--- src/rtl/dc_mem_responder.sv ---
// dc_mem_responder: memory-side responder for the data cache.
// Turns dirty-line evictions, line fills and single-word IO accesses into
// sequences of 32-bit beats on a word-wide backing bus, then returns a
// one-cycle completion pulse to the cache. Every output is a register.
module dc_mem_responder #(
  parameter int C_LINE_W = 128
) (
  input  logic                clk,
  input  logic                rst_n,
  // cache miss / evict request
  input  logic                dc_miss,
  input  logic [31:0]         dc_miss_addr,
  input  logic                dc_evict,
  input  logic [31:0]         dc_evict_addr,
  input  logic [C_LINE_W-1:0] dc_evict_data,
  output logic [C_LINE_W-1:0] dc_data_fill,
  output logic                dc_miss_ack,
  // uncached IO request
  input  logic                io_access,
  input  logic                io_rw,
  input  logic [31:0]         io_addr,
  input  logic [31:0]         io_wr_data,
  output logic [31:0]         io_rd_data,
  output logic                io_ack,
  // backing bus
  output logic                mem_req,
  output logic                mem_we,
  output logic                mem_io,
  output logic [31:0]         mem_addr,
  output logic [31:0]         mem_wdata,
  input  logic [31:0]         mem_rdata,
  input  logic                mem_ack
);

  localparam int NWORDS = C_LINE_W / 32;

  typedef enum logic [2:0] {
    S_IDLE, S_WB, S_FILL, S_MACK, S_IO, S_IOACK, S_HOLD
  } state_t;

  state_t              r_state, w_state;
  logic [1:0]          r_cnt, w_cnt;
  logic [1:0]          w_cnt_inc;
  logic [31:0]         r_miss_addr, w_miss_addr;
  logic [31:0]         r_evict_addr, w_evict_addr;
  logic [C_LINE_W-1:0] r_evict_data, w_evict_data;
  logic                r_io_rw, w_io_rw;
  logic [31:0]         r_fill_word [NWORDS];
  logic [31:0]         w_fill_word [NWORDS];
  logic [31:0]         r_io_rd_data, w_io_rd_data;
  logic                r_miss_ack, w_miss_ack;
  logic                r_io_ack, w_io_ack;
  logic                r_mem_req, w_mem_req;
  logic                r_mem_we, w_mem_we;
  logic                r_mem_io, w_mem_io;
  logic [31:0]         r_mem_addr, w_mem_addr;
  logic [31:0]         r_mem_wdata, w_mem_wdata;
  logic [31:0]         w_evict_word [NWORDS];
  logic                w_beat_done;

  // Split the latched victim line into words and pack fill words onto the port.
  genvar gi;
  generate
    for (gi = 0; gi < NWORDS; gi++) begin : g_words
      assign w_evict_word[gi]           = r_evict_data[32*gi +: 32];
      assign dc_data_fill[32*gi +: 32]  = r_fill_word[gi];
    end
  endgenerate

  assign w_cnt_inc   = r_cnt + 2'd1;
  assign w_beat_done = r_mem_req & mem_ack;

  assign dc_miss_ack = r_miss_ack;
  assign io_rd_data  = r_io_rd_data;
  assign io_ack      = r_io_ack;
  assign mem_req     = r_mem_req;
  assign mem_we      = r_mem_we;
  assign mem_io      = r_mem_io;
  assign mem_addr    = r_mem_addr;
  assign mem_wdata   = r_mem_wdata;

  // Next-state and next-output logic; bus outputs are computed one cycle
  // ahead so the registered beat appears right after the deciding edge.
  always_comb begin
    w_state      = r_state;
    w_cnt        = r_cnt;
    w_miss_addr  = r_miss_addr;
    w_evict_addr = r_evict_addr;
    w_evict_data = r_evict_data;
    w_io_rw      = r_io_rw;
    w_fill_word  = r_fill_word;
    w_io_rd_data = r_io_rd_data;
    w_miss_ack   = 1'b0;
    w_io_ack     = 1'b0;
    w_mem_req    = r_mem_req;
    w_mem_we     = r_mem_we;
    w_mem_io     = r_mem_io;
    w_mem_addr   = r_mem_addr;
    w_mem_wdata  = r_mem_wdata;

    case (r_state)
      S_IDLE: begin
        if (dc_miss && dc_evict) begin
          w_miss_addr  = dc_miss_addr;
          w_evict_addr = dc_evict_addr;
          w_evict_data = dc_evict_data;
          w_cnt        = 2'd0;
          w_state      = S_WB;
          w_mem_req    = 1'b1;
          w_mem_we     = 1'b1;
          w_mem_io     = 1'b0;
          w_mem_addr   = dc_evict_addr;
          w_mem_wdata  = dc_evict_data[31:0];
        end else if (dc_miss) begin
          w_miss_addr  = dc_miss_addr;
          w_cnt        = 2'd0;
          w_state      = S_FILL;
          w_mem_req    = 1'b1;
          w_mem_we     = 1'b0;
          w_mem_io     = 1'b0;
          w_mem_addr   = dc_miss_addr;
          w_mem_wdata  = 32'd0;
        end else if (io_access) begin
          w_io_rw      = io_rw;
          w_state      = S_IO;
          w_mem_req    = 1'b1;
          w_mem_we     = io_rw;
          w_mem_io     = 1'b1;
          w_mem_addr   = io_addr;
          w_mem_wdata  = io_wr_data;
        end
      end

      S_WB: begin
        if (w_beat_done) begin
          if (r_cnt == 2'd3) begin
            // Victim fully written; the fill starts with no bubble.
            w_cnt       = 2'd0;
            w_state     = S_FILL;
            w_mem_we    = 1'b0;
            w_mem_addr  = r_miss_addr;
            w_mem_wdata = 32'd0;
          end else begin
            w_cnt       = w_cnt_inc;
            w_mem_addr  = r_evict_addr + {28'd0, w_cnt_inc, 2'b00};
            w_mem_wdata = w_evict_word[w_cnt_inc];
          end
        end
      end

      S_FILL: begin
        if (w_beat_done) begin
          w_fill_word[r_cnt] = mem_rdata;
          if (r_cnt == 2'd3) begin
            w_cnt       = 2'd0;
            w_state     = S_MACK;
            w_miss_ack  = 1'b1;
            w_mem_req   = 1'b0;
            w_mem_we    = 1'b0;
            w_mem_io    = 1'b0;
            w_mem_addr  = 32'd0;
            w_mem_wdata = 32'd0;
          end else begin
            w_cnt      = w_cnt_inc;
            w_mem_addr = r_miss_addr + {28'd0, w_cnt_inc, 2'b00};
          end
        end
      end

      S_MACK:  w_state = S_HOLD;

      S_IO: begin
        if (w_beat_done) begin
          // Writes leave the last read value visible.
          if (!r_io_rw) w_io_rd_data = mem_rdata;
          w_state     = S_IOACK;
          w_io_ack    = 1'b1;
          w_mem_req   = 1'b0;
          w_mem_we    = 1'b0;
          w_mem_io    = 1'b0;
          w_mem_addr  = 32'd0;
          w_mem_wdata = 32'd0;
        end
      end

      S_IOACK: w_state = S_HOLD;

      // One dead cycle so a request still held after its ack is not re-serviced.
      S_HOLD:  w_state = S_IDLE;

      default: w_state = S_IDLE;
    endcase
  end

  // State and output registers with synchronous active-low reset.
  always_ff @(posedge clk) begin
    if (!rst_n) begin
      r_state      <= S_IDLE;
      r_cnt        <= 2'd0;
      r_miss_addr  <= 32'd0;
      r_evict_addr <= 32'd0;
      r_evict_data <= '0;
      r_io_rw      <= 1'b0;
      r_fill_word  <= '{default: 32'd0};
      r_io_rd_data <= 32'd0;
      r_miss_ack   <= 1'b0;
      r_io_ack     <= 1'b0;
      r_mem_req    <= 1'b0;
      r_mem_we     <= 1'b0;
      r_mem_io     <= 1'b0;
      r_mem_addr   <= 32'd0;
      r_mem_wdata  <= 32'd0;
    end else begin
      r_state      <= w_state;
      r_cnt        <= w_cnt;
      r_miss_addr  <= w_miss_addr;
      r_evict_addr <= w_evict_addr;
      r_evict_data <= w_evict_data;
      r_io_rw      <= w_io_rw;
      r_fill_word  <= w_fill_word;
      r_io_rd_data <= w_io_rd_data;
      r_miss_ack   <= w_miss_ack;
      r_io_ack     <= w_io_ack;
      r_mem_req    <= w_mem_req;
      r_mem_we     <= w_mem_we;
      r_mem_io     <= w_mem_io;
      r_mem_addr   <= w_mem_addr;
      r_mem_wdata  <= w_mem_wdata;
    end
  end

endmodule

--- config.mk ---
export PLATFORM = sky130hd
export DESIGN_NAME = dc_mem_responder
export DESIGN_NICKNAME = d
export VERILOG_FILES = /design/src/rtl/dc_mem_responder.sv
export SDC_FILE = /design/constraint.sdc
export NUM_CORES = 1
export LEC_CHECK = 0
export BUFFER_PORTS_ARGS = -buffer_cell sky130_fd_sc_hd__buf_2
export CAP_MARGIN = 20
export CORE_AREA = 2 2 203 205
export CTS_CLUSTER_DIAMETER = 50
export DETAILED_ROUTE_END_ITERATION = 7
export DIE_AREA = 0 0 205 207
export MAX_ROUTING_LAYER = met4
export PLACE_DENSITY = 0.73
export SLEW_MARGIN = 20
export SYNTH_ARGS = -nofsm -noshare
export SYNTH_HDL_FRONTEND = slang
export SYNTH_SLANG_ARGS = --single-unit
--- constraint.sdc ---
create_clock -name clk -period 10 [get_ports clk]
set_input_delay 1.5 -clock clk [delete_from_list [all_inputs] [get_ports clk]]
set_output_delay 1.5 -clock clk [all_outputs]
set_load 0.01 [all_outputs]
### Word-level counts from Yosys, hierarchy flattened

Index checks and enable logic that the tools add are counted.

| word-level totals | value |
|---|---|
| flip-flop bits (word level) | 427 |
| bits in latches | 0 |
| RAM bits | 0 |
| ROM bits | 0 |
| bits of input ports | 295 |
| logic and storage cells | 123 |
| memories kept | 0 |

| cells by class | value |
|---|---|
| add/sub/neg operators | 3 |
| multiply operators | 0 |
| div/mod/pow operators | 0 |
| order comparisons | 3 |
| equality and inequality tests | 15 |
| shift operators | 0 |
| multiplexer cells | 55 |
| bitwise logic cells | 6 |
| reductions and logical operators | 23 |

Operator list:

| kind | number |
|---|---|
| 32-bit two-way mux | 20 |
| 32-bit one-hot mux with 4 select lines | 2 |
| 128-bit bitwise mux | 1 |
| 32-bit by 4-bit adder with 32-bit output | 2 |
| 32-bit binary-select mux with 2-bit select | 1 |
| 32-bit demux with 2-bit select | 1 |
| 3-bit two-way mux | 8 |
| 3-bit one-hot mux with 5 select lines | 1 |
| 5-bit AND reduction | 3 |
| 1-bit two-way mux | 13 |
| 6-bit AND reduction | 2 |
| 2-bit != test (second input constant) | 5 |
| 1-bit one-hot mux with 3 select lines | 3 |
| 3-bit AND reduction | 3 |
| 2-bit two-way mux | 4 |
| 2-bit AND reduction | 4 |
| 3-bit by 2-bit equality test with 1-bit output (second input constant) | 2 |
| 3-bit equality test (second input constant) | 2 |
| 3-bit >= comparator (second input constant) | 2 |
| 2-bit inverter with 3-bit output | 2 |
| 3-bit nonzero test | 2 |
| 2-bit by 1-bit != test with 1-bit output (second input constant) | 2 |
| 4-bit != test (second input constant) | 1 |
| 2-bit one-hot mux with 2 select lines | 1 |
| 13 further kinds | 18 |

### Depth between registers and ports, before layout

| logic depth | value |
|---|---|
| depth after elaboration | 8 |
| depth in mapped cells | 15 |
| gate-level depth less buffers | 10 |

### Least setup slack after synthesis

OpenSTA, ideal clock, no wires.

| timing | value |
|---|---|
| path kind | flip-flop to flip-flop |
| start | register r_cnt[0] |
| end | register r_mem_addr[16], in the netlist mem_addr[16] |
| arrival | 4,188 ps |
| setup slack | 5,678 ps |
| cell stages (with the launch flop) | 16 |
| path buffers | 5 |
| clock period less this slack | 4,322 ps |
| cells stage by stage | dfxtp_1 buf_2 buf_1 inv_1 ha_1 clkbuf_1 clkbuf_1 inv_1 fa_1 nand3b_2 or4_4 buf_6 nor2_2 xnor2_1 a2111oi_2 a2111oi_0 |

| on the way | value |
|---|---|
| longest elaborated chain between the ends | 5 |
| elaborated cells on any way between the ends | 9 |
| those cells by class | 3 x add/sub; 1 x eq/ne; 5 x mux |

RTL lines:

| what | RTL line | RTL |
|---|---|---|
| from (decl) | 42 | `logic [1:0] r_cnt, w_cnt;` |
| from (signal assigned) | 215 | `r_cnt <= w_cnt;` |
| 2-bit by 1-bit adder with 2-bit output | 70 | `assign w_cnt_inc = r_cnt + 2'd1;` |
| 32-bit by 4-bit adder with 32-bit output, on equally long branches | 165, 145 |  |
| 32-bit two-way mux, on equally long branches | 154, 136 |  |
| 32-bit two-way mux, on equally long branches | 152, 135 |  |
| 32-bit one-hot mux with 4 select lines (*) | 101 | `case (r_state)` |
| to (signal assigned) | 227 | `r_mem_addr <= w_mem_addr;` |
| to (decl) | 56 | `logic [31:0] r_mem_addr, w_mem_addr;` |

Mark *: on every way between the ends. The rest lies on a longest branch, timed or not. The select of a mux whose other input is x is not followed.
A chain may end at the register's enable or synchronous reset.

### Final worst setup path

| timing | value |
|---|---|
| start | register r_cnt[0] |
| end | register r_mem_addr[18], in the netlist mem_addr[18] |

Same word-level chain as after synthesis.

==> results.cfg <==
[cts]
cts_resized = 0
clock_latency_ns = 0.59
cts_setup_buffers = 0
cts.sinks = 427
clockBufferDepth = 3
clk_pin_slew_ns = 0.06
cts_root_buf = clkbuf_16
htreeDepth = 2
cts-buffers-inserted = 49
cts_tree = yes
hold_buffers = 0

[detailed_routing]
drt_wl_total_um = 66800
drt_iter0_markers = 1625
dr.max_layer_used = met4
drtPass1Iterations = 7
wl_met1_um = 27190
ant_nets = 0
drc = 0
wl_met2_um = 31070
vias_per_cell = 5.630
wl_met3_um = 5877
post_drt_wl_per_cell_um = 19.27
dr_total_vias = 19520

[die]
io_pins = 524
chipWidth_um = 205
die_area_um2 = 42440
fp-row-count = 74
start_util_pct = 47.23
chipHeight_um = 207
fp.coreArea_um2 = 40370

[logic_synthesis]
yosys_warnings = 0
synthFlopType = dfxtp_1
synth_nets = 2771
ys_types = 75
synth_seq_cells = 427
ys_async_sr_fraction_pct = 0
synth-edff-count = 0
synth_area_um2 = 19060
syn-instance-count = 2466
postSynthAreaPerCell_um2 = 7.731
synth-seq-area-share_pct = 44.84

[sta]
fin_skew_ns = 0.02478
post-route-min-period_ns = 4.626
finalCritPeriodShare_pct = 46.26
worst_slew_pin_slew_ns = 1.268
rsz0062_at_grt = false
relSlewSlack_pct = 15.46
setup_viol = 0
hold_violations = 0
finalSetupTns_ns = 0
timing.fmax_mhz = 216.2
slew_violations = 0

[layout]
post-route-util_pct = 58.41
nNetsFinal = 3173
drive_above_1_share_pct = 23.97
syn2layout_area_growth_pct = 23.68
final_area_um2 = 23580

[grt]
grt_first_pass_wirelength_um = 102200
grt_pass1_vias = 18750
overflow = 0
grt_usage_pct = 31.16
grt_max_degree = 257
antenna_found_initial = 25

[placed_design]
routabilityCongestion = 0.9610
hpwl_um = 44940
dpl_cell_area_um2 = 21820
portBuffers = 523

[power_and_ir_drop]
max-vdd-ir-drop_mv = 0.1823
totalPowerFinal_uw = 5738
pwr_density_cell_nw_per_um2 = 243.4
leakagePower_uw = 0.009477

[worst_setup_path]
startpoint_type = flop
crit_path_end_kind = flop
crit_fanout = 37
required_ns = 10.44
crit_type = reg2reg
arrival_ns = 5.07

[worst_hold_path]
hold_path_class = reg2reg

[run_status]
status = completed

[run]
cap_viol_max_count = 0
[kinds of logic after synthesis]
| logic type | count (synthesis) | synth area share [%] |
|---|---|---|
| xor gates and xnor gates | 47 | 2.159 |
| buffers and inverters | 222 | 4.666 |
| DFF | 427 | 44.84 |
| muxes | 68 | 5.677 |
| AOI/OAI and AO/OA | 640 | 18.70 |
| and+or+nand+nor | 1052 | 23.23 |
| adders and majority gates | 10 | 0.7351 |
[layer usage]
layer	global-route usage, %	vias up
met3	7.127	158
li1	-	9172
met4	15.48	0
met5	-	-
met2	48.47	939
met1	37.88	9251
[final cells by class]
type                    count  area [um^2]
fillers                  3779        16790
well taps                 532        665.6
flip-flops and latches    427         8549
clock inverters            22        227.7
inverters                  22        90.09
clock buffers              69         1464
diodes                     27        67.56
repair buffers            551         2855
multi-input cells        1817         9659
[where the power goes]
group | internal [uW] | switching, uW | total (uW) | leakage (uW)
sequential | 1940 | 193 | 2130 | 0.00347
clock | 1110 | 748 | 1850 | 0.000836
combinational | 612 | 1140 | 1760 | 0.00517
[synth_stat cells, types with 3 or more instances]
cell | instances | area share, %
o21ai_1 | 3 | 0.079
nor3_2 | 3 | 0.16
nor2b_1 | 36 | 1.2
a211oi_1 | 46 | 1.8
and3_1 | 3 | 0.098
a221oi_1 | 11 | 0.51
ha_1 | 8 | 0.53
clkbuf_1 | 157 | 3.1
nand2b_1 | 4 | 0.13
buf_1 | 10 | 0.20
dfxtp_1 | 427 | 45
xnor2_1 | 26 | 1.2
buf_2 | 30 | 0.79
and4_1 | 5 | 0.23
mux4_2 | 32 | 3.8
o22ai_1 | 10 | 0.33
nand2_1 | 778 | 15
a2111oi_0 | 3 | 0.14
a31oi_1 | 7 | 0.23
nand3_1 | 21 | 0.55
xor2_1 | 21 | 0.96
a21oi_1 | 473 | 12
or3_1 | 3 | 0.098
a22oi_1 | 3 | 0.12
and2_1 | 3 | 0.098
nor3_1 | 14 | 0.37
a21o_1 | 4 | 0.16
nand3b_1 | 5 | 0.20
o211ai_1 | 17 | 0.67
nor4_4 | 4 | 0.45
nor2_1 | 129 | 2.5
o21ai_0 | 39 | 1.0
nor4_1 | 10 | 0.33
and2_0 | 6 | 0.20
nand4_1 | 8 | 0.26
o32ai_1 | 3 | 0.14
mux2i_1 | 35 | 1.8
inv_1 | 21 | 0.41
[layout by cell type, fill, tap and decap left out, types with 5 or more instances in the layout]
master | synthesis | final
and4_1 | 5 | 5
clkbuf_1 | 157 | 6
nor4_1 | 10 | 10
o211ai_1 | 17 | 17
o22ai_1 | 10 | 10
inv_6 | 0 | 6
inv_1 | 21 | 21
clkbuf_16 | 0 | 51
clkbuf_8 | 0 | 12
nand3b_1 | 5 | 5
a31oi_1 | 7 | 7
buf_4 | 1 | 27
a221oi_1 | 11 | 11
nor2b_1 | 36 | 36
nor3_1 | 14 | 14
nand4_1 | 8 | 8
nand2_1 | 778 | 777
mux2i_1 | 35 | 35
xor2_1 | 21 | 21
buf_2 | 30 | 522
dfxtp_1 | 427 | 426
nand3_1 | 21 | 21
a21oi_1 | 473 | 473
mux4_2 | 32 | 32
clkinv_2 | 0 | 7
xnor2_1 | 26 | 26
and2_1 | 3 | 5
nor2_1 | 129 | 128
diode_2 | 0 | 27
a211oi_1 | 46 | 46
ha_1 | 8 | 8
o21ai_0 | 39 | 39
[stage by stage]
step	std cells	hold slack, ns	worst slack (ns)
finish	3467	0.4507	5.374
global route	3466	0.4725	4.906
CTS	3440	0.4527	5.352
detailed placement	3349	0.4441	5.359
global placement	3348	0.4384	5.408
floorplan	2466	0.4331	5.678
[critical path, stage by stage (launching register included)]
cell,delay (ns)
dfxtp_2,0.31
buf_4,0.57
inv_1,0.22
ha_1,0.34
buf_4,0.47
inv_1,0.23
fa_1,0.50
and4b_1,0.35
nand4_1,0.50
o311ai_0,0.50
o41ai_1,0.14
a211oi_1,0.24
o22ai_1,0.11
[worst paths after layout]
check                                                      to  depth (start not counted)                          start  slack, ns
worst max-delay path                mem_addr[18]$_SDFFE_PN0P_                         12          r_cnt[0]$_SDFFE_PN0P_       5.37
worst min-delay path            r_evict_data[64]$_SDFFE_PN0P_                          2  r_evict_data[64]$_SDFFE_PN0P_       0.45
worst max register to register      mem_addr[18]$_SDFFE_PN0P_                         12          r_cnt[0]$_SDFFE_PN0P_       5.37
worst min register to register  r_evict_data[64]$_SDFFE_PN0P_                          2  r_evict_data[64]$_SDFFE_PN0P_       0.45
[state kept, by name, indices dropped and copies added (netlist names)]
signal	count
r_evict_addr	32
mem_io	1
io_ack	1
dc_data_fill	128
r_state	3
r_miss_addr	32
mem_we	1
mem_wdata	32
r_io_rw	1
r_evict_data	128
io_rd_data	32
mem_req	1
dc_miss_ack	1
mem_addr	32
r_cnt	2
Note: power is estimated with default switching activity, not from simulation.
